$ cat config.mk
export PLATFORM = sky130hd
export DESIGN_NAME = ikbd_mouse_mux
export DESIGN_NICKNAME = d
export VERILOG_FILES = /design/src/rtl/ikbd_mouse_mux.sv
export SDC_FILE = /design/constraint.sdc
export NUM_CORES = 1
export LEC_CHECK = 0
export BUFFER_PORTS_ARGS = -buffer_cell sky130_fd_sc_hd__buf_4
export CORE_ASPECT_RATIO = 0.5
export CORE_MARGIN = 2
export CORE_UTILIZATION = 40
export CTS_CLUSTER_SIZE = 40
export DETAILED_ROUTE_END_ITERATION = 10
export SYNTH_ARGS = -nofsm -noshare
export SYNTH_HDL_FRONTEND = slang
export SYNTH_SLANG_ARGS = --single-unit
$ cat constraint.sdc
create_clock -name clk -period 6.2 [get_ports clk]
set_input_delay 0 -clock clk [delete_from_list [all_inputs] [get_ports clk]]
set_output_delay 0 -clock clk [all_outputs]
set_load 0.01 [all_outputs]
$ cat src/rtl/ikbd_mouse_mux.sv
// ikbd_mouse_mux: shares the IKBD joystick-0 port between a relative mouse
// (replayed as paced quadrature from saturating delta accumulators) and a
// digital joystick. Any joystick activity takes the port; a meaningful mouse
// report with the joystick idle hands it back.
module ikbd_mouse_mux #(
  parameter int STEP_DIV = 200,
  parameter int ACC_MAX  = 511
) (
  input  logic       clk,
  input  logic       res_n,
  input  logic       mouse_strobe,
  input  logic [7:0] mouse_dx,
  input  logic [7:0] mouse_dy,
  input  logic [1:0] mouse_btn,
  input  logic [5:0] joy_in,
  output logic [5:0] joystick0,
  output logic       joy_mode
);

  typedef enum logic {
    MODE_MOUSE = 1'b0,
    MODE_JOY   = 1'b1
  } mode_t;

  localparam logic [15:0]        TICK_LAST = 16'(STEP_DIV - 1);
  localparam logic signed [11:0] ACC_LIM   = 12'(ACC_MAX);

  mode_t              state, state_next;
  logic [15:0]        tick_cnt;
  logic               tick;
  logic signed [9:0]  acc_x, acc_y, acc_x_next, acc_y_next;
  logic [1:0]         q_x, q_y, q_x_next, q_y_next;
  logic [1:0]         btn, btn_next;
  logic [5:0]         port_next;
  logic signed [11:0] step_x, step_y;
  logic signed [11:0] dx_ext, dy_ext, acc_x_ext, acc_y_ext;

  // Clamp a widened accumulator sum back into the symmetric +/-ACC_MAX range.
  function automatic logic signed [9:0] sat_acc(input logic signed [11:0] v);
    logic signed [11:0] r;
    if (v > ACC_LIM)
      r = ACC_LIM;
    else if (v < -ACC_LIM)
      r = -ACC_LIM;
    else
      r = v;
    return r[9:0];
  endfunction

  // Advance a 2-bit Gray phase one position in the direction of s.
  function automatic logic [1:0] gray_step(input logic [1:0] q,
                                           input logic signed [11:0] s);
    if (s > 0)
      return {q[0], ~q[1]};
    else if (s < 0)
      return {~q[0], q[1]};
    else
      return q;
  endfunction

  // Mouse-mode port image: {right, left, YB, YA, XA, XB}.
  function automatic logic [5:0] mouse_port(input logic [1:0] qx,
                                            input logic [1:0] qy,
                                            input logic [1:0] b);
    return {b, qy[0], qy[1], qx[1], qx[0]};
  endfunction

  assign tick      = (tick_cnt == TICK_LAST);
  assign joy_mode  = (state == MODE_JOY);
  assign dx_ext    = {{4{mouse_dx[7]}}, mouse_dx};
  assign dy_ext    = {{4{mouse_dy[7]}}, mouse_dy};
  assign acc_x_ext = {{2{acc_x[9]}}, acc_x};
  assign acc_y_ext = {{2{acc_y[9]}}, acc_y};

  // Free-running step pacer; wraps to zero on the tick cycle.
  always_ff @(posedge clk or negedge res_n) begin
    if (!res_n)
      tick_cnt <= '0;
    else if (tick)
      tick_cnt <= '0;
    else
      tick_cnt <= tick_cnt + 16'd1;
  end

  // Unit of motion each axis consumes on this cycle's tick (toward zero).
  always_comb begin
    step_x = '0;
    step_y = '0;
    if (tick && acc_x > 0)
      step_x = 12'sd1;
    else if (tick && acc_x < 0)
      step_x = -12'sd1;
    if (tick && acc_y > 0)
      step_y = 12'sd1;
    else if (tick && acc_y < 0)
      step_y = -12'sd1;
  end

  // Arbitration, accumulator/phase update and next port image.
  always_comb begin
    state_next = state;
    acc_x_next = acc_x;
    acc_y_next = acc_y;
    q_x_next   = q_x;
    q_y_next   = q_y;
    btn_next   = btn;
    port_next  = mouse_port(q_x, q_y, btn);
    case (state)
      MODE_MOUSE: begin
        if (joy_in != 6'd0) begin
          state_next = MODE_JOY;
          acc_x_next = '0;
          acc_y_next = '0;
          btn_next   = 2'b00;
          port_next  = joy_in;
        end else begin
          q_x_next   = gray_step(q_x, step_x);
          q_y_next   = gray_step(q_y, step_y);
          acc_x_next = sat_acc(acc_x_ext - step_x);
          acc_y_next = sat_acc(acc_y_ext - step_y);
          if (mouse_strobe) begin
            acc_x_next = sat_acc(acc_x_ext + dx_ext - step_x);
            acc_y_next = sat_acc(acc_y_ext + dy_ext - step_y);
            btn_next   = mouse_btn;
          end
          port_next = mouse_port(q_x_next, q_y_next, btn_next);
        end
      end
      MODE_JOY: begin
        port_next = joy_in;
        if (joy_in == 6'd0 && mouse_strobe &&
            (mouse_dx != 8'd0 || mouse_dy != 8'd0 || mouse_btn != btn)) begin
          state_next = MODE_MOUSE;
          acc_x_next = sat_acc(dx_ext);
          acc_y_next = sat_acc(dy_ext);
          btn_next   = mouse_btn;
          port_next  = mouse_port(q_x, q_y, mouse_btn);
        end
      end
      default: state_next = MODE_MOUSE;
    endcase
  end

  // State, accumulators, phases, buttons and the registered port.
  always_ff @(posedge clk or negedge res_n) begin
    if (!res_n) begin
      state     <= MODE_MOUSE;
      acc_x     <= '0;
      acc_y     <= '0;
      q_x       <= 2'b00;
      q_y       <= 2'b00;
      btn       <= 2'b00;
      joystick0 <= 6'b000000;
    end else begin
      state     <= state_next;
      acc_x     <= acc_x_next;
      acc_y     <= acc_y_next;
      q_x       <= q_x_next;
      q_y       <= q_y_next;
      btn       <= btn_next;
      joystick0 <= port_next;
    end
  end

endmodule
### Word level (Yosys, flattened, before mapping)

Index checks and enable logic that the tools add are counted.

* eq/ne operators: 3
* reduce and logical (&&, ||, !) cells: 13
* divide/modulo/power cells: 0
* magnitude comparators: 20
* multiply operators: 0
* bitwise operators: 6
* shifts and indexed selects: 0
* mux-type cells: 39
* $add $sub $neg: 7

Operators by type and width (count)
* 2-to-1 mux 10 bit: 18
* greater-than comparator 12 x 10 -> 1 bit (second input constant): 4
* < comparator 12 x 10 -> 1 bit (second input constant): 4
* 2-to-1 mux 12 bit: 4
* case mux 10 bit (2 select lines): 2
* greater-than comparator 12 x 1 -> 1 bit (second input constant): 2
* < comparator 12 x 1 -> 1 bit (second input constant): 2
* subtractor 10 x 12 -> 12 bit: 2
* subtractor 11 x 12 -> 12 bit: 2
* adder 10 x 8 -> 11 bit: 2
* greater-than comparator 10 x 1 -> 1 bit (second input constant): 2
* greater-than comparator 8 x 10 -> 1 bit (second input constant): 2
* < comparator 10 x 1 -> 1 bit (second input constant): 2
* < comparator 8 x 10 -> 1 bit (second input constant): 2
* adder 16 x 1 -> 16 bit (second input constant): 1
* == test 16 x 8 -> 1 bit (second input constant): 1
* 2-to-1 mux 16 bit: 1
* nonzero test 8 bit: 2
* 2-to-1 mux 2 bit: 7
* 2-to-1 mux 6 bit: 2
* case mux 6 bit (2 select lines): 1
* logical AND 1 bit: 6
* zero test 6 bit: 1
* NOT 1 bit: 6
* 8 further kinds: 10

* register bits: 49
* word-level logic and storage cells: 96
* input port bits: 27
* output and inout port bits: 7
* bits in read-only memories: 0
* memories: 0
* bits in writable memories: 0
* bits in latches: 0

### Depth between registers and ports, before layout

Gate-level depths: netlist (run 1).

* word-level depth: 11
* depth in mapped cells: 18

### Least setup slack after synthesis (run 1)

Ideal clock, no wire load.

* path kind: register to register
* start: register tick_cnt[0]
* end: register acc_y[1]
* stages on the path, launching flop included: 19
* arrival: 4.416 ns
* period minus slack after synthesis: 4.547 ns
* setup time: 0.131 ns
* required time: 6.069 ns
* slack: 1.653 ns
* cell sequence: dfrtp_1 -> ha_1 -> nor4b_2 -> and4_1 -> buf_4 -> nand2_1 -> inv_1 -> fa_1 -> inv_1 -> ha_1 -> clkbuf_1 -> a21oi_1 -> o221ai_1 -> xor2_1 -> or4_1 -> nor4_1 -> o31ai_1 -> a221oi_1 -> a31oi_1

* cells in the longest elaborated chain, start to end: 11
* elaborated cells between the ends (all ways): 18
* those cells by class: 2 x add/sub; 4 x order compare; 1 x eq/ne; 9 x mux; 2 x reduce/logical

Ends and longest elaborated chain
* from (decl): line 29 `logic [15:0] tick_cnt;`
* from (signal assigned): line 82 `tick_cnt <= tick_cnt + 16'd1;`
* == test 16 x 8 -> 1 bit (*): line 68 `assign tick = (tick_cnt == TICK_LAST);`
* logical AND 1 bit: line 95 `else if (tick && acc_y < 0)`
* 2-to-1 mux 12 bit: line 95
* 2-to-1 mux 12 bit (*): line 93 `if (tick && acc_y > 0)`
* subtractor 10 x 12 -> 12 bit / subtractor 11 x 12 -> 12 bit (equally long branches): line 120, 123
* < comparator 12 x 10 -> 1 bit: line 43 `else if (v < -ACC_LIM)`
* 2-to-1 mux 10 bit: line 43
* 2-to-1 mux 10 bit: line 41 `if (v > ACC_LIM)`
* 2-to-1 mux 10 bit (*): line 121 `if (mouse_strobe) begin`
* 2-to-1 mux 10 bit (*): line 110 `if (joy_in != 6'd0) begin`
* case mux 10 bit (2 select lines) (*): line 108 `case (state)`
* to (signal assigned): line 157 `acc_y <= acc_y_next;`
* to (decl): line 31 `logic signed [9:0] acc_x, acc_y, acc_x_next, acc_y_next;`

Every way passes the cells marked *; elsewhere a longest branch is shown, timed or not.
A chain may end at the register's enable or synchronous reset.

### Final worst setup path (run 1)

* start: register tick_cnt[0]
* end: register acc_y[3]

Same word-level chain as after synthesis.

==> results of run 1 <==
==> final cells by class <==
| class | count | area (um^2) |
|---|---|---|
| fill | 1335 | 7296 |
| clock buffer | 5 | 125.1 |
| multi-input combinational | 532 | 3797 |
| clock inverter | 3 | 25.02 |
| inverter | 84 | 315.3 |
| timing repair buffer | 49 | 395.4 |
| sequential | 49 | 1226 |
| tap | 176 | 220.2 |
==> report_power, final <==
part / total, W / switching [W] / leakage (nW) / internal (W)
logic: 0.000897 / 0.000537 / 2.06 / 0.000360
registers: 0.000368 / 0.0000264 / 0.638 / 0.000341
clock network: 0.000293 / 0.000140 / 0.0704 / 0.000152
==> flip-flops by register name, summed over array words and instances (netlist names) <==
name	cells
tick_cnt	16
acc_x	10
acc_y	10
joystick0	6
btn	2
q_x	2
q_y	2
joy_mode	1
==> metrics by stage <==
step                cells  instance area (um^2)  total power, W
floorplan             681                  5428        0.001052
global placement      879                  5844        0.001251
detailed placement    879                  5844        0.001254
CTS                   898                  6105        0.001555
global route          898                  6105        0.001685
finish                898                  6105        0.001558
==> critical path, cell delays in order, from the launching register on <==
cell	delay (ns)
dfrtp_1	0.41
ha_1	0.28
nor4b_2	0.26
and4_1	0.46
nand2_1	0.09
buf_4	0.21
inv_1	0.38
fa_1	0.50
inv_1	0.07
ha_1	0.30
a21oi_1	0.27
o221ai_1	0.18
xor2_1	0.19
or4_1	0.56
nor4_1	0.22
o31ai_1	0.20
a221oi_1	0.35
a31oi_1	0.08
==> layer usage <==
layer / up-vias / GRT usage [%] / share of wire (%)
met5: - / 0 / 0
met4: 0 / 3.762 / 0.98
met3: 16 / 4.247 / 4.9
met2: 98 / 34.20 / 45
met1: 2463 / 28.70 / 49
li1: 2506 / - / -
==> worst max path at each step <==
stage / slack, ns / end / from / cells past startpoint
floorplan: 1.65 / acc_y[1]$_DFFE_PN0P_ / tick_cnt[0]$_DFF_PN0_ / 18
global placement: 1.22 / acc_x[0]$_DFFE_PN0P_ / tick_cnt[0]$_DFF_PN0_ / 17
detailed placement: 1.12 / acc_x[0]$_DFFE_PN0P_ / tick_cnt[0]$_DFF_PN0_ / 17
CTS: 1.09 / acc_x[0]$_DFFE_PN0P_ / tick_cnt[0]$_DFF_PN0_ / 17
global route: 0.53 / acc_x[2]$_DFFE_PN0P_ / tick_cnt[0]$_DFF_PN0_ / 17
finish: 1.06 / acc_y[3]$_DFFE_PN0P_ / tick_cnt[0]$_DFF_PN0_ / 17
==> cell families (layout without fill, tap and decap cells) <==
kind of cell | Yosys count | count (layout) | synth area share, %
buffers and inverters | 100 | 141 | 7.492
xor gates and xnor gates | 36 | 36 | 5.809
DFF | 49 | 49 | 22.59
adders and majority gates | 68 | 68 | 18.58
and+or+nand+nor | 223 | 223 | 19.82
muxes | 5 | 5 | 0.9221
AOI/OAI and AO/OA | 200 | 200 | 24.78
==> cells in the final DEF (no fill, tap or decap), types with 7 or more instances in the layout <==
cell	count
o21ai_0	55
nand2_1	74
nand3_1	16
inv_1	84
o211ai_1	11
xnor2_1	19
nor4_1	11
dlygate4sd3_1	11
ha_1	43
nor3_1	8
dfrtp_1	49
buf_4	38
a21o_1	9
nand4_1	7
a211oi_1	8
fa_1	22
nor2_1	60
a31oi_1	13
xor2_1	17
a21oi_1	34
==> results.json, run 1 <==
{
  "die_h_um": 86.37,
  "yosysMostFrequentCell": "inv_1",
  "synthCells": 681,
  "first_iter_violations": 321,
  "drive_gt1_share_pct": 8.449,
  "drc_errors": 0,
  "final_nets": 813,
  "holdCritStartpoint": "mouse_dy[5]",
  "gp_congestion": 0.8428,
  "dp_hpwl_mm": 11.53,
  "power_density_nw_per_um2": 255.1,
  "postSynth.asyncResetShare_pct": 100.0,
  "finalSetupViolations": 0,
  "drtPass1Iterations": 8,
  "relSlewSlack_pct": 30.66,
  "syn_nets": 773,
  "final_util_pct": 45.56,
  "syn_area_per_cell_um2": 7.970,
  "drv_cap": 0,
  "min_period_ns": 5.142,
  "routed_wl_mm": 14.54,
  "synth.distinct_cells": 73,
  "ys.flop_type": "dfrtp_1",
  "cts-buffers-inserted": 5,
  "cts-resized-gates": 0,
  "yosysWarnings": 0,
  "whs_path_depth": 5,
  "leakage_nw": 2.767,
  "postCtsHoldBufs": 11,
  "overflow": 0,
  "skew_ns": 0.009585,
  "min_to": "acc_y[5]$_DFFE_PN0P_",
  "synthToLayoutAreaGrowth_pct": 12.47,
  "port_buffers": 33,
  "reg2reg_depth": 17,
  "dieArea_um2": 14570,
  "final.setup.worst_slack_ns": 1.058,
  "dp_slack_ns": 1.117,
  "cts_tree": "done",
  "hold_class": "in2reg",
  "critPathLaunchType": "flip-flop",
  "peakVddDrop_mv": 0.09573,
  "yosys_register_bits": 49,
  "rows": 30,
  "clkTransAtPathRegs_ns": 0.07,
  "io_pins": 34,
  "die_x_um": 168.7,
  "grt_use_total_pct": 20.75,
  "grt_pass1_wl_mm": 24.18,
  "ys_seq_area_share_pct": 22.59,
  "r2r-end": "acc_y[3]$_DFFE_PN0P_",
  "r2r_slack_ns": 1.06,
  "rsz0062_at_grt": "no",
  "crit_fanout": 14,
  "ys_top_cells_by_area": "dfrtp_1 23%, ha_1 9.9%, fa_1 8.1%",
  "grt_pass1_vias": 4875,
  "grt_max_degree": 50,
  "outcome": "finished, final reports clean",
  "via_per_inst": 5.660,
  "vias": 5083,
  "htree_levels": 2,
  "wl_per_cell_um": 16.19,
  "finalCritPeriodShare_pct": 82.93,
  "antenna_found_initial": 0,
  "core_um2": 13400,
  "worstReg2RegStart": "tick_cnt[0]$_DFF_PN0_",
  "tns_ns": 0,
  "whs_ns": 0.04522,
  "cts_root_buf": "clkbuf_16",
  "syn_area_um2": 5428,
  "endpoint_kind": "flip-flop",
  "synth-edff-count": 0,
  "crit_required_ns": 6.38,
  "cts_sinks": 49,
  "synthTopCellsByCount": "84 x inv_1, 74 x nand2_1, 61 x nor2_1",
  "worst_pin_slew_ns": 1.029,
  "initial_core_util_pct": 40.50,
  "ant_nets": 0,
  "hold_violations": 0,
  "postCtsSetupRepairBufs": 0,
  "crit_type": "reg2reg",
  "drv_slew": 0,
  "antennaDiodeCount": 0,
  "ctsLongestPathBuffers": 2,
  "fmax_mhz": 194.5,
  "clock_latency_ns": 0.30,
  "synth_top_cell_area_share_pct": 22.59,
  "crit_arrival_ns": 5.32,
  "synth.largest_area_cell": "dfrtp_1"
}
Power figures use the tool's default switching activity.
==> run 2, diff against run 1 <==
clock period = 4.5 ns   (was 6.2 ns; I/O delays follow)
==> results.json, run 2 (synthesis results as in run 1) <==
{
  "initial_core_util_pct": 40.50,
  "clock_latency_ns": 0.30,
  "crit_path_end": "acc_y[1]$_DFFE_PN0P_",
  "dp_slack_ns": 0.01336,
  "final_common_cell": "inv_1",
  "final_nets": 834,
  "drtPass1Iterations": 5,
  "critical_path.max_stage_delay_ns": 0.56,
  "cts_sinks": 49,
  "antennaDiodeCount": 0,
  "grt_use_total_pct": 21.02,
  "grt_pass1_wl_mm": 24.85,
  "endpoint_kind": "flip-flop",
  "dieArea_um2": 14570,
  "routed_wl_mm": 14.77,
  "gp_congestion": 0.8644,
  "whs_ns": 0.03828,
  "worstReg2RegStart": "acc_y[4]$_DFFE_PN0P_",
  "outcome": "finished, final reports clean",
  "regMostFlops": "tick_cnt",
  "fmax_mhz": 232.7,
  "grt_pass1_vias": 4993,
  "cts-buffers-inserted": 5,
  "antenna_found_initial": 0,
  "r2r-end": "acc_y[1]$_DFFE_PN0P_",
  "cp_slowest_cell": "or4_1",
  "dp_hpwl_mm": 11.79,
  "hold_class": "in2reg",
  "cts_tree": "done",
  "wl_per_cell_um": 16.07,
  "r2r_slack_ns": 0.20,
  "die_x_um": 168.7,
  "layoutNonFillerInstCount": 919,
  "drive_gt1_share_pct": 12.65,
  "reg2reg_depth": 16,
  "critPathLaunchType": "flip-flop",
  "ctsLongestPathBuffers": 2,
  "startpoint": "acc_y[4]$_DFFE_PN0P_",
  "min_period_ns": 4.298,
  "crit_type": "reg2reg",
  "cts_root_buf": "clkbuf_16",
  "tns_ns": 0,
  "grt_max_degree": 50,
  "peakVddDrop_mv": 0.1643,
  "drv_cap": 0,
  "crit_fanout": 5,
  "leakage_nw": 2.870,
  "drv_slew": 0,
  "first_iter_violations": 260,
  "htree_levels": 2,
  "dp.cells": 900,
  "crit_arrival_ns": 4.48,
  "drc_errors": 0,
  "final_cell_mix": "82 x inv_1, 73 x nand2_1, 60 x nor2_1, 60 x buf_4, 53 x o21ai_0",
  "relSlewSlack_pct": 33.39,
  "worst_pin_slew_ns": 0.9887,
  "via_per_inst": 5.627,
  "rsz0062_at_grt": "no",
  "power_density_nw_per_um2": 354.1,
  "core_um2": 13400,
  "largest_reg_flops": 16,
  "rows": 30,
  "finalSetupViolations": 0,
  "largestRegisters": "tick_cnt x16, acc_x x10, acc_y x10",
  "synthToLayoutAreaGrowth_pct": 16.18,
  "vias": 5171,
  "skew_ns": 0.009439,
  "clkTransAtPathRegs_ns": 0.08,
  "crit_required_ns": 4.68,
  "worstPathCellList": "nor4_1 -> and4_1 -> a21oi_1 -> ha_1 -> inv_1 -> ha_1 -> fa_1 -> a21oi_2 -> o221ai_1 -> xor2_1 -> or4_1 -> nor4_2 -> o31ai_1 -> buf_4 -> a221oi_1 -> a31oi_1",
  "io_pins": 34,
  "finalCritPeriodShare_pct": 95.51,
  "cpMostUsedCell": "ha_1",
  "port_buffers": 33,
  "ant_nets": 0,
  "hold_violations": 0,
  "final.setup.worst_slack_ns": 0.2022,
  "overflow": 0,
  "die_h_um": 86.37
}
==> run 2: cell count changes in the layout (fill, tap and decap cells not counted), moves of 2 or more <==
cell	before	now
o21ai_1	6	8
buf_4	38	60
nor4_2	0	2
nor4_1	11	9
inv_1	84	82
o21ai_0	55	53
a21oi_1	34	31
a21oi_2	0	3
==> run 2: report_power, final <==
part,leakage [nW],switching [W],total [W],internal [W]
registers,0.638,0.0000361,0.000507,0.000470
logic,2.16,0.000773,0.00133,0.000555
clock network,0.0680,0.000189,0.000399,0.000210
==> run 2: metrics by stage <==
step / utilization [%] / total power (W) / cell area, um^2
2_1_floorplan: - / 0.001449 / 5430
3_3_place_gp: 44.81 / 0.001794 / 6005
3_5_place_dp: 44.81 / 0.001794 / 6005
4_1_cts: 46.69 / 0.002207 / 6257
5_1_grt: 47.06 / 0.002421 / 6306
6_report: 47.06 / 0.002233 / 6306
==> run 2: what timing repair did <==
item / in CTS / in global routing
hold buffers: 10 / 0
pin swaps: 0 / 4
gates resized for setup: 1 / 14
setup buffers: 0 / 1
endpoints found under the setup margin: 2 / 18
hold endpoints to repair: 57 / 0
==> run 2: area by class of cell <==
class	count	area (um^2)
flip-flops and latches	49	1226
clock buffers	5	125.1
fillers	1342	7094
well taps	176	220.2
inverters	84	320.3
repair buffers	70	550.5
multi-input cells	532	3837
clock inverters	3	26.28
==> run 2: how the worst min path moves through the flow <==
stage | startpoint | endpoint | slack [ns] | cells after the start
2_1_floorplan | res_n | acc_x[0]$_DFFE_PN0P_ | -0.30 | 0
3_3_place_gp | res_n | tick_cnt[12]$_DFF_PN0_ | 0.07 | 1
3_5_place_dp | res_n | tick_cnt[12]$_DFF_PN0_ | 0.07 | 1
4_1_cts | mouse_dy[5] | acc_y[5]$_DFFE_PN0P_ | 0.04 | 5
5_1_grt | mouse_dy[5] | acc_y[5]$_DFFE_PN0P_ | 0.07 | 5
6_report | mouse_dy[5] | acc_y[5]$_DFFE_PN0P_ | 0.04 | 5
==> run 2: routing by layer <==
layer  vias to the layer above  track usage [%]  routed length (um)
met5                         -                0                   0
met4                         0            2.116                  19
met3                         2            3.196                 705
met2                       111            33.98                6613
met1                      2506            30.89                7427
li1                       2552                -                   -
==> run 2: critical path, delay by kind of cell (launching register included) <==
family,cells,cell delay (ns)
AND/OR/NAND/NOR,4,1.40
flip-flops,1,0.42
XOR/XNOR,1,0.18
adder cells (fa/ha/maj),3,0.98
AO/OA/AOI/OAI,6,0.96
buffers and inverters,2,0.24
